--- config.mk ---
export PLATFORM = sky130hd
export DESIGN_NAME = sc_aes_batch_ctrl_flat
export DESIGN_NICKNAME = d
export VERILOG_FILES = /design/src/rtl/sc_aes_batch_ctrl_if.sv /design/src/rtl/sc_aes_batch_ctrl.sv /design/src/flat_wrapper.sv
export SDC_FILE = /design/constraint.sdc
export NUM_CORES = 1
export LEC_CHECK = 0
export ABC_AREA = 1
export CAP_MARGIN = 20
export CORE_UTILIZATION = 54
export DETAILED_ROUTE_END_ITERATION = 10
export GPL_TIMING_DRIVEN = 0
export PLACE_DENSITY = 0.9
export SLEW_MARGIN = 20
export SYNTH_ARGS = -nofsm -noshare
export SYNTH_HDL_FRONTEND = slang
export SYNTH_SLANG_ARGS = --single-unit
--- constraint.sdc ---
create_clock -name clock -period 5.25 [get_ports clock]
set_input_delay 1.05 -clock clock [delete_from_list [all_inputs] [get_ports clock]]
set_output_delay 1.05 -clock clock [all_outputs]
set_load 0.1 [all_outputs]
--- src/rtl/sc_aes_batch_ctrl_if.sv ---
// +--------------------------------------------------------------------------+
// | sc_aes_batch_ctrl_if                                                     |
// | Host command/status and cipher-core handshake bundle for the sequencer.  |
// | Rev 1.0                                                                  |
// +--------------------------------------------------------------------------+
`default_nettype none

interface sc_aes_batch_ctrl_if #(
  parameter int CNT_W = 16,
  parameter int GAP_W = 8
);
  logic             cmd_start;
  logic             cmd_abort;
  logic             cmd_mode;
  logic             cmd_enc_dec;
  logic [CNT_W-1:0] cmd_count;
  logic [GAP_W-1:0] cmd_gap;
  logic [63:0]      cmd_seed;
  logic [63:0]      key_in;
  logic [63:0]      text_in;

  logic             core_start;
  logic             core_enc_dec;
  logic [63:0]      core_key;
  logic [63:0]      core_text;
  logic             core_busy;
  logic [63:0]      core_text_out;

  logic             busy;
  logic             done;
  logic             err;
  logic             aborted;
  logic [63:0]      result;
  logic [CNT_W-1:0] run_idx;
  logic             fvr_sel;
  logic             trig;

  modport slave (
    input  cmd_start, cmd_abort, cmd_mode, cmd_enc_dec, cmd_count, cmd_gap,
           cmd_seed, key_in, text_in, core_busy, core_text_out,
    output core_start, core_enc_dec, core_key, core_text,
           busy, done, err, aborted, result, run_idx, fvr_sel, trig
  );

  modport master (
    output cmd_start, cmd_abort, cmd_mode, cmd_enc_dec, cmd_count, cmd_gap,
           cmd_seed, key_in, text_in, core_busy, core_text_out,
    input  core_start, core_enc_dec, core_key, core_text,
           busy, done, err, aborted, result, run_idx, fvr_sel, trig
  );
endinterface

`default_nettype wire

--- src/rtl/sc_aes_batch_ctrl.sv ---
// +--------------------------------------------------------------------------+
// | sc_aes_batch_ctrl                                                        |
// | Runs a batch of back-to-back cipher operations per host command.         |
// | Rev 1.0                                                                  |
// +--------------------------------------------------------------------------+
`default_nettype none

module sc_aes_batch_ctrl #(
  parameter int TIMEOUT = 255,
  parameter int CNT_W   = 16,
  parameter int GAP_W   = 8
) (
  input  logic              clock,
  input  logic              resetn,
  sc_aes_batch_ctrl_if.slave bus
);

  localparam int          TMO_W       = $clog2(TIMEOUT + 1);
  localparam logic [63:0] c_lfsr_mask = 64'hD800_0000_0000_0000;

  typedef enum logic [2:0] {
    S_IDLE      = 3'd0,
    S_START     = 3'd1,
    S_WAIT_RISE = 3'd2,
    S_WAIT_FALL = 3'd3,
    S_GAP       = 3'd4,
    S_DRAIN     = 3'd5,
    S_FIN       = 3'd6
  } state_t;

  state_t           r_state, w_state_nxt;
  logic             r_mode, r_enc_dec, r_fvr_sel;
  logic             r_err, r_aborted, r_done, r_abort_pend;
  logic [CNT_W-1:0] r_count, r_run_idx;
  logic [GAP_W-1:0] r_gap, r_gap_cnt;
  logic [TMO_W-1:0] r_tmo;
  logic [63:0]      r_key, r_text, r_lfsr, r_core_text, r_result;

  logic             w_accept, w_capture, w_timeout, w_abort_any, w_last;
  logic             w_from_idle, w_mode, w_enter_start;
  logic [63:0]      w_seed, w_lfsr_cur, w_lfsr_nxt, w_base_text, w_chain_text, w_start_text;

  assign w_abort_any = r_abort_pend | bus.cmd_abort;
  assign w_last      = ((r_run_idx + CNT_W'(1)) == r_count);

  always_ff @(posedge clock or negedge resetn) begin
    if (!resetn) r_state <= S_IDLE;
    else         r_state <= w_state_nxt;
  end

  always_comb begin
    w_state_nxt = r_state;
    w_accept    = 1'b0;
    w_capture   = 1'b0;
    w_timeout   = 1'b0;
    case (r_state)
      S_IDLE: begin
        if (bus.cmd_start) begin
          w_accept    = 1'b1;
          w_state_nxt = (bus.cmd_count == '0) ? S_FIN : S_START;
        end
      end
      S_START: w_state_nxt = S_WAIT_RISE;
      S_WAIT_RISE: begin
        if (bus.core_busy) begin
          w_state_nxt = w_abort_any ? S_DRAIN : S_WAIT_FALL;
        end else if (r_tmo == TMO_W'(TIMEOUT - 1)) begin
          w_timeout   = 1'b1;
          w_state_nxt = S_FIN;
        end
      end
      S_WAIT_FALL: begin
        if (!bus.core_busy) begin
          w_capture = 1'b1;
          if (w_last || w_abort_any) w_state_nxt = S_FIN;
          else if (r_gap == '0)      w_state_nxt = S_START;
          else                       w_state_nxt = S_GAP;
        end else if (w_abort_any) begin
          w_state_nxt = S_DRAIN;
        end
      end
      S_DRAIN: begin
        if (!bus.core_busy) begin
          w_capture   = 1'b1;
          w_state_nxt = S_FIN;
        end
      end
      S_GAP: begin
        if (w_abort_any)                           w_state_nxt = S_FIN;
        else if ((r_gap_cnt + GAP_W'(1)) == r_gap) w_state_nxt = S_START;
      end
      S_FIN:   w_state_nxt = S_IDLE;
      default: w_state_nxt = S_IDLE;
    endcase
  end

  // Next run's plaintext is prepared on the edge entering START so core_text is valid with core_start.
  assign w_from_idle   = (r_state == S_IDLE);
  assign w_enter_start = (w_state_nxt == S_START);
  assign w_mode        = w_from_idle ? bus.cmd_mode : r_mode;
  assign w_seed        = (bus.cmd_seed == 64'h0) ? 64'h1 : bus.cmd_seed;
  assign w_lfsr_cur    = w_from_idle ? w_seed : r_lfsr;
  assign w_lfsr_nxt    = {1'b0, w_lfsr_cur[63:1]} ^ (w_lfsr_cur[0] ? c_lfsr_mask : 64'h0);
  assign w_base_text   = w_from_idle ? bus.text_in : r_text;
  assign w_chain_text  = w_from_idle ? bus.text_in : (w_capture ? bus.core_text_out : r_result);
  assign w_start_text  = w_mode ? (w_lfsr_nxt[0] ? w_lfsr_nxt : w_base_text) : w_chain_text;

  always_ff @(posedge clock or negedge resetn) begin
    if (!resetn) begin
      r_mode       <= 1'b0;
      r_enc_dec    <= 1'b0;
      r_fvr_sel    <= 1'b0;
      r_err        <= 1'b0;
      r_aborted    <= 1'b0;
      r_done       <= 1'b0;
      r_abort_pend <= 1'b0;
      r_count      <= '0;
      r_run_idx    <= '0;
      r_gap        <= '0;
      r_gap_cnt    <= '0;
      r_tmo        <= '0;
      r_key        <= 64'h0;
      r_text       <= 64'h0;
      r_lfsr       <= 64'h1;
      r_core_text  <= 64'h0;
      r_result     <= 64'h0;
    end else begin
      r_done <= (r_state == S_FIN);

      if (w_accept) begin
        r_mode       <= bus.cmd_mode;
        r_enc_dec    <= bus.cmd_enc_dec;
        r_count      <= bus.cmd_count;
        r_gap        <= bus.cmd_gap;
        r_key        <= bus.key_in;
        r_text       <= bus.text_in;
        r_lfsr       <= w_seed;
        r_err        <= 1'b0;
        r_aborted    <= 1'b0;
        r_run_idx    <= '0;
        r_abort_pend <= 1'b0;
      end else if (bus.cmd_abort && (r_state != S_IDLE) && (r_state != S_FIN)) begin
        r_abort_pend <= 1'b1;
      end

      if (w_enter_start) begin
        r_core_text <= w_start_text;
        if (w_mode) begin
          r_lfsr    <= w_lfsr_nxt;
          r_fvr_sel <= w_lfsr_nxt[0];
        end else begin
          r_fvr_sel <= 1'b0;
        end
      end

      if (r_state == S_START)                        r_tmo <= '0;
      else if (r_state == S_WAIT_RISE && !w_timeout) r_tmo <= r_tmo + TMO_W'(1);

      if (r_state != S_GAP) r_gap_cnt <= '0;
      else                  r_gap_cnt <= r_gap_cnt + GAP_W'(1);

      if (w_capture) begin
        r_result <= bus.core_text_out;
        if (r_run_idx != r_count) r_run_idx <= r_run_idx + CNT_W'(1);
      end

      if (w_timeout) r_err <= 1'b1;

      if (r_state == S_FIN) begin
        r_aborted    <= r_abort_pend;
        r_abort_pend <= 1'b0;
      end
    end
  end

  assign bus.core_start   = (r_state == S_START);
  assign bus.core_enc_dec = r_enc_dec;
  assign bus.core_key     = r_key;
  assign bus.core_text    = r_core_text;
  assign bus.busy         = (r_state != S_IDLE);
  assign bus.done         = r_done;
  assign bus.err          = r_err;
  assign bus.aborted      = r_aborted;
  assign bus.result       = r_result;
  assign bus.run_idx      = r_run_idx;
  assign bus.fvr_sel      = r_fvr_sel;
  // Trigger covers the start cycle and every cycle the core reports busy.
  assign bus.trig         = (r_state == S_START) || (r_state == S_WAIT_RISE) ||
                            (((r_state == S_WAIT_FALL) || (r_state == S_DRAIN)) && bus.core_busy);

endmodule

`default_nettype wire

--- src/flat_wrapper.sv ---
// flat-port wrapper written by rule: the top's interface ports become plain ports
module sc_aes_batch_ctrl_flat 
#(
  parameter int TIMEOUT = 255,
  parameter int CNT_W   = 16,
  parameter int GAP_W   = 8
)
  (clock, resetn, bus_cmd_start, bus_cmd_abort, bus_cmd_mode, bus_cmd_enc_dec, bus_cmd_count, bus_cmd_gap, bus_cmd_seed, bus_key_in, bus_text_in, bus_core_busy, bus_core_text_out, bus_core_start, bus_core_enc_dec, bus_core_key, bus_core_text, bus_busy, bus_done, bus_err, bus_aborted, bus_result, bus_run_idx, bus_fvr_sel, bus_trig);
  sc_aes_batch_ctrl_if #(.CNT_W(CNT_W), .GAP_W(GAP_W)) bus_i ();
  input  logic clock;
  input  logic resetn;
  input wire logic [$bits(bus_i.cmd_start)-1:0] bus_cmd_start;
  input wire logic [$bits(bus_i.cmd_abort)-1:0] bus_cmd_abort;
  input wire logic [$bits(bus_i.cmd_mode)-1:0] bus_cmd_mode;
  input wire logic [$bits(bus_i.cmd_enc_dec)-1:0] bus_cmd_enc_dec;
  input wire logic [$bits(bus_i.cmd_count)-1:0] bus_cmd_count;
  input wire logic [$bits(bus_i.cmd_gap)-1:0] bus_cmd_gap;
  input wire logic [$bits(bus_i.cmd_seed)-1:0] bus_cmd_seed;
  input wire logic [$bits(bus_i.key_in)-1:0] bus_key_in;
  input wire logic [$bits(bus_i.text_in)-1:0] bus_text_in;
  input wire logic [$bits(bus_i.core_busy)-1:0] bus_core_busy;
  input wire logic [$bits(bus_i.core_text_out)-1:0] bus_core_text_out;
  output wire logic [$bits(bus_i.core_start)-1:0] bus_core_start;
  output wire logic [$bits(bus_i.core_enc_dec)-1:0] bus_core_enc_dec;
  output wire logic [$bits(bus_i.core_key)-1:0] bus_core_key;
  output wire logic [$bits(bus_i.core_text)-1:0] bus_core_text;
  output wire logic [$bits(bus_i.busy)-1:0] bus_busy;
  output wire logic [$bits(bus_i.done)-1:0] bus_done;
  output wire logic [$bits(bus_i.err)-1:0] bus_err;
  output wire logic [$bits(bus_i.aborted)-1:0] bus_aborted;
  output wire logic [$bits(bus_i.result)-1:0] bus_result;
  output wire logic [$bits(bus_i.run_idx)-1:0] bus_run_idx;
  output wire logic [$bits(bus_i.fvr_sel)-1:0] bus_fvr_sel;
  output wire logic [$bits(bus_i.trig)-1:0] bus_trig;
  assign bus_i.cmd_start = bus_cmd_start;
  assign bus_i.cmd_abort = bus_cmd_abort;
  assign bus_i.cmd_mode = bus_cmd_mode;
  assign bus_i.cmd_enc_dec = bus_cmd_enc_dec;
  assign bus_i.cmd_count = bus_cmd_count;
  assign bus_i.cmd_gap = bus_cmd_gap;
  assign bus_i.cmd_seed = bus_cmd_seed;
  assign bus_i.key_in = bus_key_in;
  assign bus_i.text_in = bus_text_in;
  assign bus_i.core_busy = bus_core_busy;
  assign bus_i.core_text_out = bus_core_text_out;
  assign bus_core_start = bus_i.core_start;
  assign bus_core_enc_dec = bus_i.core_enc_dec;
  assign bus_core_key = bus_i.core_key;
  assign bus_core_text = bus_i.core_text;
  assign bus_busy = bus_i.busy;
  assign bus_done = bus_i.done;
  assign bus_err = bus_i.err;
  assign bus_aborted = bus_i.aborted;
  assign bus_result = bus_i.result;
  assign bus_run_idx = bus_i.run_idx;
  assign bus_fvr_sel = bus_i.fvr_sel;
  assign bus_trig = bus_i.trig;
  sc_aes_batch_ctrl #(.TIMEOUT(TIMEOUT), .CNT_W(CNT_W), .GAP_W(GAP_W)) u_core (.clock(clock), .resetn(resetn), .bus(bus_i));
endmodule
; Yosys cells after proc, flatten, opt, wreduce, memory -nomap -nowiden
; Cells that the tools add are included.
[word_totals]
in_bits = 287
register_bits = 386
output_inout_bits = 216
[op_classes]
n_mux = 45
reduce_logical = 19
n_bitwise = 2
n_addsub = 3
eq_ne = 13
[op_table]
columns = cell, count
row1 = $mux W64, 11
row2 = $logic_not A64 Y1, 1
row3 = $xor A63 B64 Y64, 1
row4 = $mux W16, 3
row5 = $mux W3, 12
row6 = $mux W8, 3
row7 = $pmux W3 S6, 1
row8 = $add A16 B1 Y16 const B, 1
row9 = $add A8 B1 Y8 const B, 2
row10 = $eq A16 B16 Y1, 1
row11 = $logic_not A16 Y1, 1
row12 = $ne A16 B16 Y1, 1
row13 = $mux W1, 15
row14 = $eq A3 B3 Y1 const B, 3
row15 = $eq A8 B8 Y1, 1
row16 = $eq A8 B8 Y1 const B, 1
row17 = $logic_not A8 Y1, 1
row18 = $eq A3 B1 Y1 const B, 2
row19 = $eq A3 B2 Y1 const B, 2
row20 = $ne A3 B3 Y1 const B, 2
row21 = $reduce_bool A2 Y1, 3
row22 = $reduce_bool A3 Y1, 2
row23 = $logic_and A1 B1 Y1, 4
row24 = $logic_or A1 B1 Y1, 4
row25 = other kinds (4), 4

; Logic depth before layout (Yosys ltp)
[depth]
word_depth = 8
depth_mapped = 22

; Worst setup path before layout
; OpenSTA, ideal clock, no wires.
[synth_timing]
kind = reg2out
from = reg u_core.r_state[2]
to = out bus_trig
arrival_time_ps = 2850
stages_incl_launch_ff = 5
path_slack_ps = 1350
n_path_buf = 1
path_cell_list = dfrtp_1 buf_2 inv_1 o21ai_0 o21ai_0
[synth_between]
elab_chain_cells = 4
elab_cells_between_ends = 8
[synth_lines]
columns = element, line
row1 = "start, declared", sc_aes_batch_ctrl.sv:31  ; state_t r_state, w_state_nxt;
row2 = "start signal, assigned", sc_aes_batch_ctrl.sv:48  ; else r_state <= w_state_nxt;
row3 = $eq A3 B2 Y1 or $eq A3 B3 Y1 (tied branches), sc_aes_batch_ctrl.sv:189  ; (((r_state == S_WAIT_FALL) || (r_state == S_DRAIN)) && bus.core_busy);
row4 = $logic_or A1 B1 Y1, sc_aes_batch_ctrl.sv:189
row5 = $logic_and A1 B1 Y1, sc_aes_batch_ctrl.sv:189
row6 = $logic_or A1 B1 Y1 *, sc_aes_batch_ctrl.sv:188  ; assign bus.trig = (r_state == S_START) || (r_state == S_WAIT_RISE) ||
row7 = "end, declared", flat_wrapper.sv:34  ; output wire logic [$bits(bus_i.trig)-1:0] bus_trig;
; Mark *: on every way between the ends. The rest lies on a longest branch, timed or not.

; Worst setup path after layout
[layout_timing]
from = reg u_core.r_state[0]
to = out bus_busy
[layout_between]
elab_chain_cells = 1
[layout_lines]
columns = element, line
row1 = $reduce_bool A3 Y1, sc_aes_batch_ctrl.sv:180  ; assign bus.busy = (r_state != S_IDLE);
row2 = "end, declared", flat_wrapper.sv:27  ; output wire logic [$bits(bus_i.busy)-1:0] bus_busy;
; Every way passes these cells.

==> flow_summary.toml <==
[outcome]
outcome = "finished clean"

[timing]
final.setup.tns_ns = 0
rsz0062_at_grt = "no"
fmax_ghz = 0.196
slew_violations = 0
fin_crit_sh_pct = 97.2
worst_slew_pin_slew_ns = 1.24
finalCriticalPeriod_ns = 5.10
finalHoldViolCount = 0
slew_headroom_pct = 17.1
fin_worst_skew_ns = 0.0204
setup_slack_ns = 0.145
setup_viol = 0

[drt]
drc = 0
wl_met3_um = 9530
wl_per_cell_um = 20.5
routed_wl_um = 82400
wl_met1_um = 28900
drtAntennaViolNets = 0
vias_per_cell = 5.79
vias = 23300
drt_iter0_drc = 2944
met2_length_um = 37600
top_layer = "met5"
drt_pass1_iterations = 9

[setup_path]
crit_fanout = 10
reg2reg_depth = 13
timing.reg2reg.setup_slack_ns = 1.45
rr_startpoint = "u_core.r_state[0]$_DFF_PN0_"
critPathLaunchType = "flip-flop"
timing.rr.end = "u_core.bus.core_text[53]$_DFFE_PN0N_"
critPathArrivalTime_ns = 4.05
critPathKind = "reg2out"
required_ns = 4.20
crit_path_end_kind = "primary output"

[global_route]
grt_usage_pct = 41.6
grt_pass1_vias = 22500
grt_remaining_overflow = 0
grt_pass1_wl_um = 124000
antenna_found_initial = 12
grt_start_max_net_pins = 97

[placed_design]
preCtsSetupSlack_ns = 0.548
io_buffers = 502
dpl.hpwl_um = 61100
place.gp.congestion = 1.02

[floorplanning]
fp-row-count = 71
ioPinCount = 503
start_util_pct = 54.8
dieArea_um2 = 38900
die_h_um = 197
core_area_um2 = 37600
die_w_um = 197

[cts]
clk_pin_slew_ns = 0.06
clockRootBuffer = "clkbuf_16"
clockBufferDepth = 3
clk_latency_ns = 0.57
htree_levels = 2
cts_tree = "yes"
hold_buffers = 0
clock_sinks = 386
cts_made_buffers = 42

[yosys]
syn_area_per_cell_um2 = 7.07
synthesis.area_um2 = 20600
syn_nets = 3203
ys_warn_count = 0
synth_edf_count = 0
synth.largest_area_cell = "dfrtp_1"
ys_types = 46
syn_inst = 2912
synth.most_common_cell = "nand2_1"
ys_top_cells_by_count = "nand2_1 (1378), dfrtp_1 (385), o21ai_0 (374)"
yosys_register_bits = 386
synth_ff_type = "dfrtp_1"
synthArstFlopShare_pct = 100
netlist_top_cells_area = "dfrtp_1 (47%), nand2_1 (25%), o21ai_0 (9.1%)"
synth_seq_area_share_pct = 46.9
synth_top_area_share_pct = 46.8

[finish]
final_layout_size_suffix_gt1_share_pct = 4.04
fin_nets = 3753
syn2layout_area_growth_pct = 35.0

[job]
cap_violations = 0

[min_path]
hold_class = "in2async"
==> how the worst max path moves through the flow <==
stage / start / to / slack (ns) / cells past startpoint
5_1_grt: u_core.r_state[0]$_DFF_PN0_ / bus_busy / 0.11 / 8
3_3_place_gp: resetn / u_core.bus.core_key[3]$_DFFE_PN0P_ / -13.71 / 1
2_1_floorplan: u_core.r_state[2]$_DFF_PN0_ / bus_trig / 1.35 / 4
3_5_place_dp: u_core.r_state[0]$_DFF_PN0_ / bus_busy / 0.55 / 8
4_1_cts: u_core.r_state[0]$_DFF_PN0_ / bus_busy / 0.30 / 8
6_report: u_core.r_state[0]$_DFF_PN0_ / bus_busy / 0.15 / 8
==> worst max-delay path, stage by stage, from the launching register on <==
cell	delay, ns
dfrtp_1	0.42
nor2_1	0.09
inv_2	0.07
nor2_2	0.11
inv_2	0.18
clkbuf_1	0.39
clkbuf_1	0.54
clkbuf_1	0.72
dlygate4sd2_1	0.96
==> layout make-up <==
class                      instances  area [um^2]
fill                            2885         9780
sequential                       386         9660
multi-input combinational       2128         9310
timing repair buffer             506         5140
clock buffer                      53         1160
inverter                         228          856
buffer                           170          779
tap                              511          639
clock inverter                    22          234
antenna                           10         25.0
==> state kept, by name, summed over array words and instances, names as in the netlist <==
| register | cells |
|---|---|
| u_core.r_text | 64 |
| u_core.bus.core_enc_dec | 1 |
| u_core.r_mode | 1 |
| u_core.r_lfsr | 64 |
| u_core.r_count | 16 |
| u_core.bus.core_text | 64 |
| u_core.r_tmo | 8 |
| u_core.bus.core_key | 64 |
| u_core.bus.err | 1 |
| u_core.bus.fvr_sel | 1 |
| u_core.bus.done | 1 |
| u_core.bus.result | 64 |
| u_core.r_state | 3 |
| u_core.bus.aborted | 1 |
| u_core.r_gap | 8 |
| u_core.bus.run_idx | 16 |
| u_core.r_abort_pend | 1 |
| u_core.r_gap_cnt | 8 |
==> cells by family (layout without fill, tap and decap cells) <==
group / after synthesis / in the layout / synth area share (%)
AND/OR/NAND/NOR: 1574 / 1574 / 29.8
multiplexers: 1 / 1 / 0.0486
other: 0 / 10 / 0
XOR/XNOR: 18 / 18 / 0.832
AO/OA/AOI/OAI: 531 / 531 / 14.2
buffers and inverters: 398 / 979 / 7.93
flip-flops: 386 / 386 / 46.9
adder cells (fa/ha/maj): 4 / 4 / 0.243
==> stage by stage <==
step / hold slack [ns] / std cells / util, % / cell area, um^2
floorplan: 0.436 / 2912 / - / 20600
global placement: 0.453 / 3925 / 69.9 / 26300
detailed placement: 0.458 / 3929 / 70.2 / 26400
CTS: 0.441 / 4004 / 73.9 / 27800
global route: 0.468 / 4013 / 74.0 / 27800
finish: 0.416 / 4014 / 74.0 / 27800
==> layer usage <==
layer,vias to the layer above,track usage [%]
li1,10300,-
met1,10800,49.7
met2,1675,66.2
met5,-,0
met4,4,28.7
met3,387,10.3
==> repair_timing <==
item	CTS	global route
endpoints found under the setup margin	1	0
resized for setup	1	0
buffers inserted	0	0
==> cell usage in the layout, fill, tap and decap left out, types with 7 or more instances in the layout <==
master	instances
o221ai_1	7
clkbuf_16	43
a21oi_1	59
buf_2	13
clkdlybuf4s50_1	500
nor3_1	10
nor4_1	8
a211oi_1	16
nand3_1	51
clkbuf_1	129
clkinv_1	7
inv_1	217
o211ai_1	33
buf_4	19
dfrtp_1	385
buf_6	7
nor2_1	80
o21ai_0	374
xor2_1	11
nand2_1	1378
nor2_2	7
diode_2	10
clkinv_2	11
nand4_1	23
o311ai_0	20
Power is left out: the tool's default activity adds up to more than one toggle a clock period on the data nets, which glitch-free logic cannot reach.
